`src/rtl/shift_arb_if.sv`:
```
// Bundle of every handshake/bus signal around shift_arb.
//   r0_* / r1_* : request channels (valid/ready plus operand, amount, mode)
//   shf_*       : combinational drive to and return from the shared shifter
//   rsp_*       : registered response channel (valid/ready plus data, flags, id, err)
// The slave modport is the arbiter's view; master is the surrounding logic.
interface shift_arb_if #(
    parameter int DW = 16,
    parameter int SW = 4,
    parameter int FW = 3
);
    logic          r0_valid;
    logic          r0_ready;
    logic [DW-1:0] r0_data;
    logic [SW-1:0] r0_amt;
    logic [1:0]    r0_mode;

    logic          r1_valid;
    logic          r1_ready;
    logic [DW-1:0] r1_data;
    logic [SW-1:0] r1_amt;
    logic [1:0]    r1_mode;

    logic [DW-1:0] shf_in;
    logic [SW-1:0] shf_val;
    logic [1:0]    shf_mode;
    logic [DW-1:0] shf_out;
    logic [FW-1:0] shf_flag;

    logic          rsp_valid;
    logic          rsp_ready;
    logic [DW-1:0] rsp_data;
    logic [FW-1:0] rsp_flag;
    logic          rsp_id;
    logic          rsp_err;

    modport slave (
        input  r0_valid, r0_data, r0_amt, r0_mode,
        output r0_ready,
        input  r1_valid, r1_data, r1_amt, r1_mode,
        output r1_ready,
        output shf_in, shf_val, shf_mode,
        input  shf_out, shf_flag,
        output rsp_valid, rsp_data, rsp_flag, rsp_id, rsp_err,
        input  rsp_ready
    );

    modport master (
        output r0_valid, r0_data, r0_amt, r0_mode,
        input  r0_ready,
        output r1_valid, r1_data, r1_amt, r1_mode,
        input  r1_ready,
        input  shf_in, shf_val, shf_mode,
        output shf_out, shf_flag,
        input  rsp_valid, rsp_data, rsp_flag, rsp_id, rsp_err,
        output rsp_ready
    );
endinterface

```
`src/rtl/shift_arb.sv`:
```
// Round-robin front-end for the single shared shifter.
// Picks one of two requesters per cycle, drives the shifter inputs from the
// winner, and captures result/flags into a one-entry response register.
// Ports:
//   clk : system clock, rising edge
//   rst : asynchronous active-high reset
//   bus : shift_arb_if.slave (request, shifter and response channels)
module shift_arb #(
    parameter int DW = 16,
    parameter int SW = 4,
    parameter int FW = 3
) (
    input  logic        clk,
    input  logic        rst,
    shift_arb_if.slave  bus
);
    localparam logic [1:0] MODE_RSVD = 2'b11;

    logic          prio_q;      // 0: r0 wins a tie, 1: r1 wins a tie
    logic          rsp_valid_q;
    logic [DW-1:0] rsp_data_q;
    logic [FW-1:0] rsp_flag_q;
    logic          rsp_id_q;
    logic          rsp_err_q;

    logic          slot_free;
    logic          grant0;
    logic          grant1;
    logic          accept;
    logic [DW-1:0] sel_data;
    logic [SW-1:0] sel_amt;
    logic [1:0]    sel_mode;
    logic          sel_rsvd;

    always_comb begin
        slot_free = ~rsp_valid_q | bus.rsp_ready;
        grant0    = bus.r0_valid & (~bus.r1_valid | ~prio_q);
        grant1    = bus.r1_valid & (~bus.r0_valid |  prio_q);

        // Without a grant r0's fields are forwarded, keeping the shifter deterministic.
        sel_data = bus.r0_data;
        sel_amt  = bus.r0_amt;
        sel_mode = bus.r0_mode;
        if (grant1) begin
            sel_data = bus.r1_data;
            sel_amt  = bus.r1_amt;
            sel_mode = bus.r1_mode;
        end
        sel_rsvd = (sel_mode == MODE_RSVD);

        bus.r0_ready = grant0 & slot_free & ~rst;
        bus.r1_ready = grant1 & slot_free & ~rst;
        accept       = (bus.r0_valid & bus.r0_ready) | (bus.r1_valid & bus.r1_ready);

        bus.shf_in   = sel_data;
        bus.shf_val  = sel_amt;
        bus.shf_mode = sel_mode;

        bus.rsp_valid = rsp_valid_q;
        bus.rsp_data  = rsp_data_q;
        bus.rsp_flag  = rsp_flag_q;
        bus.rsp_id    = rsp_id_q;
        bus.rsp_err   = rsp_err_q;
    end

    always_ff @(posedge clk or posedge rst) begin
        if (rst) begin
            prio_q      <= 1'b0;
            rsp_valid_q <= 1'b0;
            rsp_data_q  <= '0;
            rsp_flag_q  <= '0;
            rsp_id_q    <= 1'b0;
            rsp_err_q   <= 1'b0;
        end else if (accept) begin
            // Accept wins over drain: the slot is refilled on the same edge.
            rsp_valid_q <= 1'b1;
            rsp_id_q    <= grant1;
            prio_q      <= ~grant1;
            if (sel_rsvd) begin
                // Reserved mode bypasses the shifter: operand returned untouched.
                rsp_data_q <= sel_data;
                rsp_flag_q <= '0;
                rsp_err_q  <= 1'b1;
            end else begin
                rsp_data_q <= bus.shf_out;
                rsp_flag_q <= bus.shf_flag;
                rsp_err_q  <= 1'b0;
            end
        end else if (bus.rsp_ready) begin
            rsp_valid_q <= 1'b0;
        end
    end
endmodule

```
`src/flat_wrapper.sv`:
```
// flat-port wrapper written by rule: the top's interface ports become plain ports
module shift_arb_flat 
#(
    parameter int DW = 16,
    parameter int SW = 4,
    parameter int FW = 3
)
  (clk, rst, bus_r0_valid, bus_r0_data, bus_r0_amt, bus_r0_mode, bus_r0_ready, bus_r1_valid, bus_r1_data, bus_r1_amt, bus_r1_mode, bus_r1_ready, bus_shf_in, bus_shf_val, bus_shf_mode, bus_shf_out, bus_shf_flag, bus_rsp_valid, bus_rsp_data, bus_rsp_flag, bus_rsp_id, bus_rsp_err, bus_rsp_ready);
  shift_arb_if #(.DW(DW), .SW(SW), .FW(FW)) bus_i ();
  input  logic clk;
  input  logic rst;
  input wire logic [$bits(bus_i.r0_valid)-1:0] bus_r0_valid;
  input wire logic [$bits(bus_i.r0_data)-1:0] bus_r0_data;
  input wire logic [$bits(bus_i.r0_amt)-1:0] bus_r0_amt;
  input wire logic [$bits(bus_i.r0_mode)-1:0] bus_r0_mode;
  output wire logic [$bits(bus_i.r0_ready)-1:0] bus_r0_ready;
  input wire logic [$bits(bus_i.r1_valid)-1:0] bus_r1_valid;
  input wire logic [$bits(bus_i.r1_data)-1:0] bus_r1_data;
  input wire logic [$bits(bus_i.r1_amt)-1:0] bus_r1_amt;
  input wire logic [$bits(bus_i.r1_mode)-1:0] bus_r1_mode;
  output wire logic [$bits(bus_i.r1_ready)-1:0] bus_r1_ready;
  output wire logic [$bits(bus_i.shf_in)-1:0] bus_shf_in;
  output wire logic [$bits(bus_i.shf_val)-1:0] bus_shf_val;
  output wire logic [$bits(bus_i.shf_mode)-1:0] bus_shf_mode;
  input wire logic [$bits(bus_i.shf_out)-1:0] bus_shf_out;
  input wire logic [$bits(bus_i.shf_flag)-1:0] bus_shf_flag;
  output wire logic [$bits(bus_i.rsp_valid)-1:0] bus_rsp_valid;
  output wire logic [$bits(bus_i.rsp_data)-1:0] bus_rsp_data;
  output wire logic [$bits(bus_i.rsp_flag)-1:0] bus_rsp_flag;
  output wire logic [$bits(bus_i.rsp_id)-1:0] bus_rsp_id;
  output wire logic [$bits(bus_i.rsp_err)-1:0] bus_rsp_err;
  input wire logic [$bits(bus_i.rsp_ready)-1:0] bus_rsp_ready;
  assign bus_i.r0_valid = bus_r0_valid;
  assign bus_i.r0_data = bus_r0_data;
  assign bus_i.r0_amt = bus_r0_amt;
  assign bus_i.r0_mode = bus_r0_mode;
  assign bus_r0_ready = bus_i.r0_ready;
  assign bus_i.r1_valid = bus_r1_valid;
  assign bus_i.r1_data = bus_r1_data;
  assign bus_i.r1_amt = bus_r1_amt;
  assign bus_i.r1_mode = bus_r1_mode;
  assign bus_r1_ready = bus_i.r1_ready;
  assign bus_shf_in = bus_i.shf_in;
  assign bus_shf_val = bus_i.shf_val;
  assign bus_shf_mode = bus_i.shf_mode;
  assign bus_i.shf_out = bus_shf_out;
  assign bus_i.shf_flag = bus_shf_flag;
  assign bus_rsp_valid = bus_i.rsp_valid;
  assign bus_rsp_data = bus_i.rsp_data;
  assign bus_rsp_flag = bus_i.rsp_flag;
  assign bus_rsp_id = bus_i.rsp_id;
  assign bus_rsp_err = bus_i.rsp_err;
  assign bus_i.rsp_ready = bus_rsp_ready;
  shift_arb #(.DW(DW), .SW(SW), .FW(FW)) u_core (.clk(clk), .rst(rst), .bus(bus_i));
endmodule
```
`config.mk`:
```
export PLATFORM = sky130hd
export DESIGN_NAME = shift_arb_flat
export DESIGN_NICKNAME = d
export VERILOG_FILES = /design/src/rtl/shift_arb_if.sv /design/src/rtl/shift_arb.sv /design/src/flat_wrapper.sv
export SDC_FILE = /design/constraint.sdc
export NUM_CORES = 1
export LEC_CHECK = 0
export CORE_MARGIN = 5
export CORE_UTILIZATION = 33
export CTS_CLUSTER_SIZE = 12
export DETAILED_ROUTE_END_ITERATION = 8
export PLACE_DENSITY = 0.86
export SLEW_MARGIN = 40
export SYNTH_ARGS = -nofsm -noshare
export SYNTH_HDL_FRONTEND = slang
export SYNTH_SLANG_ARGS = --single-unit
```
`constraint.sdc`:
```
create_clock -name clk -period 2.6 [get_ports clk]
set_input_delay 0.78 -clock clk [delete_from_list [all_inputs] [get_ports clk]]
set_output_delay 0.78 -clock clk [all_outputs]
set_load 0.02 [all_outputs]
```
-- Yosys cells after proc, flatten, opt, wreduce, memory -nomap -nowiden
Index checks and enable logic that the tools add are counted.
- $add $sub $neg: 0
- multiply operators: 0
- div/mod/pow operators: 0
- order comparisons: 0
- eq/ne operators: 1
- shift operators: 0
- mux-type cells: 8
- bitwise operators: 18
- reduce and logical (&&, ||, !) cells: 1
- operators by type and width (cell ; count):
    $mux W16 ; 2
    $and A1 B1 Y1 ; 8
    $not A1 Y1 ; 6
    $mux W4 ; 1
    $or A1 B1 Y1 ; 4
    $mux W1 ; 3
    $mux W3 ; 1
    $eq A2 B2 Y1 const B ; 1
    $mux W2 ; 1
    $reduce_bool A2 Y1 ; 1
- register bits after elaboration: 23
- latch bits: 0
- memory bits (writable): 0
- bits in read-only memories: 0
- input bits: 68
- output and inout bits: 46
- word-level logic and storage cells: 34
- memories: 0

-- Logic depth before layout (Yosys ltp)
Gate-level depths: netlist (run 1).
- depth after elaboration: 8
- mapped depth: 5
- mapped depth without buffers: 4

-- Worst setup path after synthesis (run 1)
OpenSTA, ideal clock, no wires.
- path kind: input -> output
- from: input port bus_r0_valid
- to: output port bus_r0_ready
- arrival time: 2.110 ns
- required time: 1.820 ns
- setup slack: -0.290 ns
- stages on the path: 2
- path buffers: 0
- path through: inv_1 a2111oi_0
- cells in the longest elaborated chain, start to end: 3
- ends and longest elaborated chain (element ; RTL line ; RTL):
    from (decl) ; flat_wrapper.sv:12 ; input wire logic [$bits(bus_i.r0_valid)-1:0] bus_r0_valid;
    $and A1 B1 Y1 ; shift_arb.sv:37 ; grant0 = bus.r0_valid & (~bus.r1_valid | ~prio_q);
    $and A1 B1 Y1 (2 in a row) ; shift_arb.sv:51 ; bus.r0_ready = grant0 & slot_free & ~rst;
    to (decl) ; flat_wrapper.sv:16 ; output wire logic [$bits(bus_i.r0_ready)-1:0] bus_r0_ready;
No other way between the ends.

-- Final worst setup path (run 1)
- from: input port bus_r0_valid
- to: output port bus_shf_in[12]
- cells in the longest elaborated chain, start to end: 4
- ends and longest elaborated chain (element ; RTL line ; RTL):
    $not A1 Y1 ; shift_arb.sv:38 ; grant1 = bus.r1_valid & (~bus.r0_valid | prio_q);
    $or A1 B1 Y1 ; shift_arb.sv:38 ;
    $and A1 B1 Y1 ; shift_arb.sv:38 ;
    $mux W16 ; shift_arb.sv:44 ; if (grant1) begin
    to (decl) ; flat_wrapper.sv:22 ; output wire logic [$bits(bus_i.shf_in)-1:0] bus_shf_in;
No other way between the ends.

==> results of run 1 <==
-- cell type report --
type | instances | share of cell area (%)
Inverter | 39 | 4.661
Clock inverter | 1 | 0.1594
Tap cell | 52 | 2.072
Clock buffer | 3 | 1.315
Timing Repair Buffer | 154 | 45.78
Sequential cell | 23 | 18.33
Multi-Input combinational cell | 77 | 27.69
-- final timing paths --
| kind | start | to | slack (ns) | cells past startpoint |
|---|---|---|---|---|
| max in group asynchronous | rst | u_core.bus.rsp_id$_DFFE_PP0P_ | 1.32 | 4 |
| min in group asynchronous | rst | u_core.bus.rsp_data[7]$_DFFE_PP0P_ | 0.82 | 3 |
| max reg2reg | u_core.bus.rsp_valid$_DFFE_PP0P_ | u_core.bus.rsp_data[7]$_DFFE_PP0P_ | 0.66 | 5 |
| max | bus_r0_valid | bus_shf_in[12] | 0.04 | 8 |
| min reg2reg | u_core.bus.rsp_data[5]$_DFFE_PP0P_ | u_core.bus.rsp_data[5]$_DFFE_PP0P_ | 0.49 | 2 |
| min | u_core.bus.rsp_data[5]$_DFFE_PP0P_ | u_core.bus.rsp_data[5]$_DFFE_PP0P_ | 0.49 | 2 |
-- power groups by stage --
stage / clock, mW / combinational, mW / sequential [mW]
final: 0.229 / 0.899 / 0.471
after global routing: 0.248 / 0.951 / 0.481
after CTS: 0.228 / 0.880 / 0.469
after detailed placement: 0 / 0.780 / 0.476
after global placement: 0 / 0.766 / 0.473
after floorplan: 0 / 0.272 / 0.560
-- cells in the mapped netlist (2+ instances only) --
cell	number	area, sq um
inv_1	39	146.4
dfrtp_1	23	575.6
nand2_1	21	78.83
mux2i_1	16	160.2
o221ai_2	16	240.2
mux2_2	6	67.56
o21ai_1	3	15.01
buf_2	2	10.01
buf_6	2	22.52
clkbuf_1	2	7.510
nand2b_1	2	12.51
nor3_1	2	10.01
o21bai_1	2	15.01
-- metrics by stage --
stage                     TNS [ns]  instances  hold WS, ns
after floorplan                  0        146       0.5146
after global placement      -19.44        330       0.4670
after detailed placement    -19.38        330       0.4737
after CTS                        0        345       0.4933
after global routing             0        349       0.5151
final                            0        349       0.4932
-- routing by layer --
metal / global-route usage (%) / wire, microns / vias up / share of wire, %
li1: - / - / 788 / -
met1: 21.76 / 2281 / 776 / 40
met2: 34.93 / 2922 / 75 / 51
met3: 4.610 / 383 / 8 / 6.7
met4: 4.895 / 88 / 0 / 1.6
met5: 0 / 0 / - / 0
-- registers in the layout (all words and copies together), names as in the netlist --
name                  cells
u_core.bus.rsp_id         1
u_core.bus.rsp_err        1
u_core.bus.rsp_valid      1
u_core.bus.rsp_flag       3
u_core.bus.rsp_data      16
u_core.prio_q             1
-- worst reg2reg max path, cell delays in order (launching register included) --
cell      delay (ns)
dfrtp_1         0.40
nor2b_4         0.14
buf_4           0.14
or3_1           0.37
or3_4           0.56
o221ai_2        0.24
-- timing repair --
item,4_1_cts,5_1_grt
setup buffers,8,5
pin swaps,1,1
resized for setup,147,9
cloned,3,0
setup endpoints to repair,24,13
-- kinds of logic after synthesis --
kind of cell,after synthesis
flip-flops,23
AND/OR/NAND/NOR,30
buffers and inverters,46
multiplexers,22
AO/OA/AOI/OAI,25
==> impl_metrics.yaml, run 1 <==
run_status:
  outcome: "finished clean"
place:
  dp_hpwl_microns: 3850
  io_buffers: 113
  placed_area_sq_mm: 0.002820
  dp_slack_ns: -0.7636
  gp_congestion: 0.8457
detailed_routing:
  firstDrtPassIters: 3
  vias: 1647
  totalWireLength_microns: 5676
  wl_per_cell_microns: 16.26
  drtIter0Drc: 34
  drc_errors: 0
  antenna_left: 0
  vias_per_cell: 4.719
synth:
  netlist_area_sq_mm: 0.001443
  ys_ff_latch: 23
  synth_ff_type: "dfrtp_1"
  synth_nets: 214
  synthSimpleGateAreaFrac_pct: 10.06
  synthAdderAreaFrac_pct: 0
  synth_edf_count: 0
  synthCells: 146
  synth_compound_area_share_pct: 20.82
  syn_avg_cell_area_sq_um: 9.881
  synth_cell_types: 23
  synth_xor_area_share_pct: 0
  synthArstFlopShare_pct: 100.0
  seq_area_frac_synth_pct: 39.90
  ys.warnings.count: 0
  synthMuxAreaShare_pct: 15.78
  synth_top_family_by_area: "compound AO/OA/AOI/OAI gates"
critical_path:
  crit_chain: "buf_4 > nand2b_4 > nand2_4 > buf_12 > buf_16 > mux2i_4 > inv_1 > buf_4"
  crit_required_ns: 1.82
  end_kind: "primary output"
  worstPathArrival_ns: 1.78
  startpoint_type: "primary input"
  path_delay_family: "buffers and inverters"
  crit_type: "primary input to primary output"
  crit_buf_inv: 5
  path_max_fanout: 6
  max_stage_delay_ns: 0.25
  cp_common_cell: "buf_4"
  slowest_stage: "mux2i_4"
pwr:
  peakVddDrop_v: 0.0002685
  p_total_mw: 1.599
  p_leak_nw: 1.474
  p_per_area_mw_per_mm2: 509.0
  pwr-share-seq_pct: 29.5
  swShare_pct: 35.83
  power_frac_comb_pct: 56.2
  p_sw_mw: 0.5728
  clock_power_share_pct: 14.3
  internal_power_mw: 1.026
clock_tree:
  path_clk_slew_ns: 0.09
  hold_buffers: 0
  cts_max_level: 1
  clockRootBuffer: "clkbuf_8"
  cts_tree: "built"
  cts_buffers: 3
  cts_sinks: 23
  clk_latency_ns: 0.26
  clk_path_buf_depth: 2
sta:
  period_share_pct: 98.56
  finalHoldViolations: 0
  fmax_mhz: 390.2
  finClkSkew_ns: 0.003691
  period_minus_slack_ns: 2.562
  setup_ws_ns: 0.03753
  maxSlewViolCount: 0
  finalSetupViolations: 0
  maxSlewHeadroom_pct: 50.93
  worst_pin_slew_ns: 0.7333
  rsz0062_at_grt: "no"
floorplan:
  dieHeight_microns: 76.12
  die_x_microns: 76.12
  rows: 24
  coreArea_sq_mm: 0.004294
  initial_utilization_pct: 33.60
  die_area_sq_mm: 0.005794
  io_pins: 114
run:
  maxCapViolations: 0
finish:
  fillers: 301
  area_delta_synth_final_pct: 117.7
  drive_gt1_share_pct: 39.06
  fin_util_pct: 73.14
  layout_commonest_cell: "clkdlybuf4s50_1"
  most-common-layout-cells: "85 x clkdlybuf4s50_1, 40 x buf_4, 38 x inv_1, 23 x dfrtp_1, 20 x nand2_1"
  regArea_sq_um: 575.6
  diodes: 0
  multi_input_area_sq_um: 869.6
  post-route-cell-area_sq_mm: 0.003141
  nets: 366
global_routing:
  grt_overflow: 0
  antenna_found_initial: 0
  grt_pass1_wl_microns: 9059
  grt_use_total_pct: 19.01
  grt_max_degree: 21
  grt_pass1_vias: 1838
hold_path:
  hold_class: "register to register"
Note: power is estimated with default switching activity, not from simulation.
==> run 2: changes to the inputs <==
Settings changed: CAP_MARGIN set to 20.
==> results of run 2 <==
Final layout, timing and power as in run 1 (identical DEF).
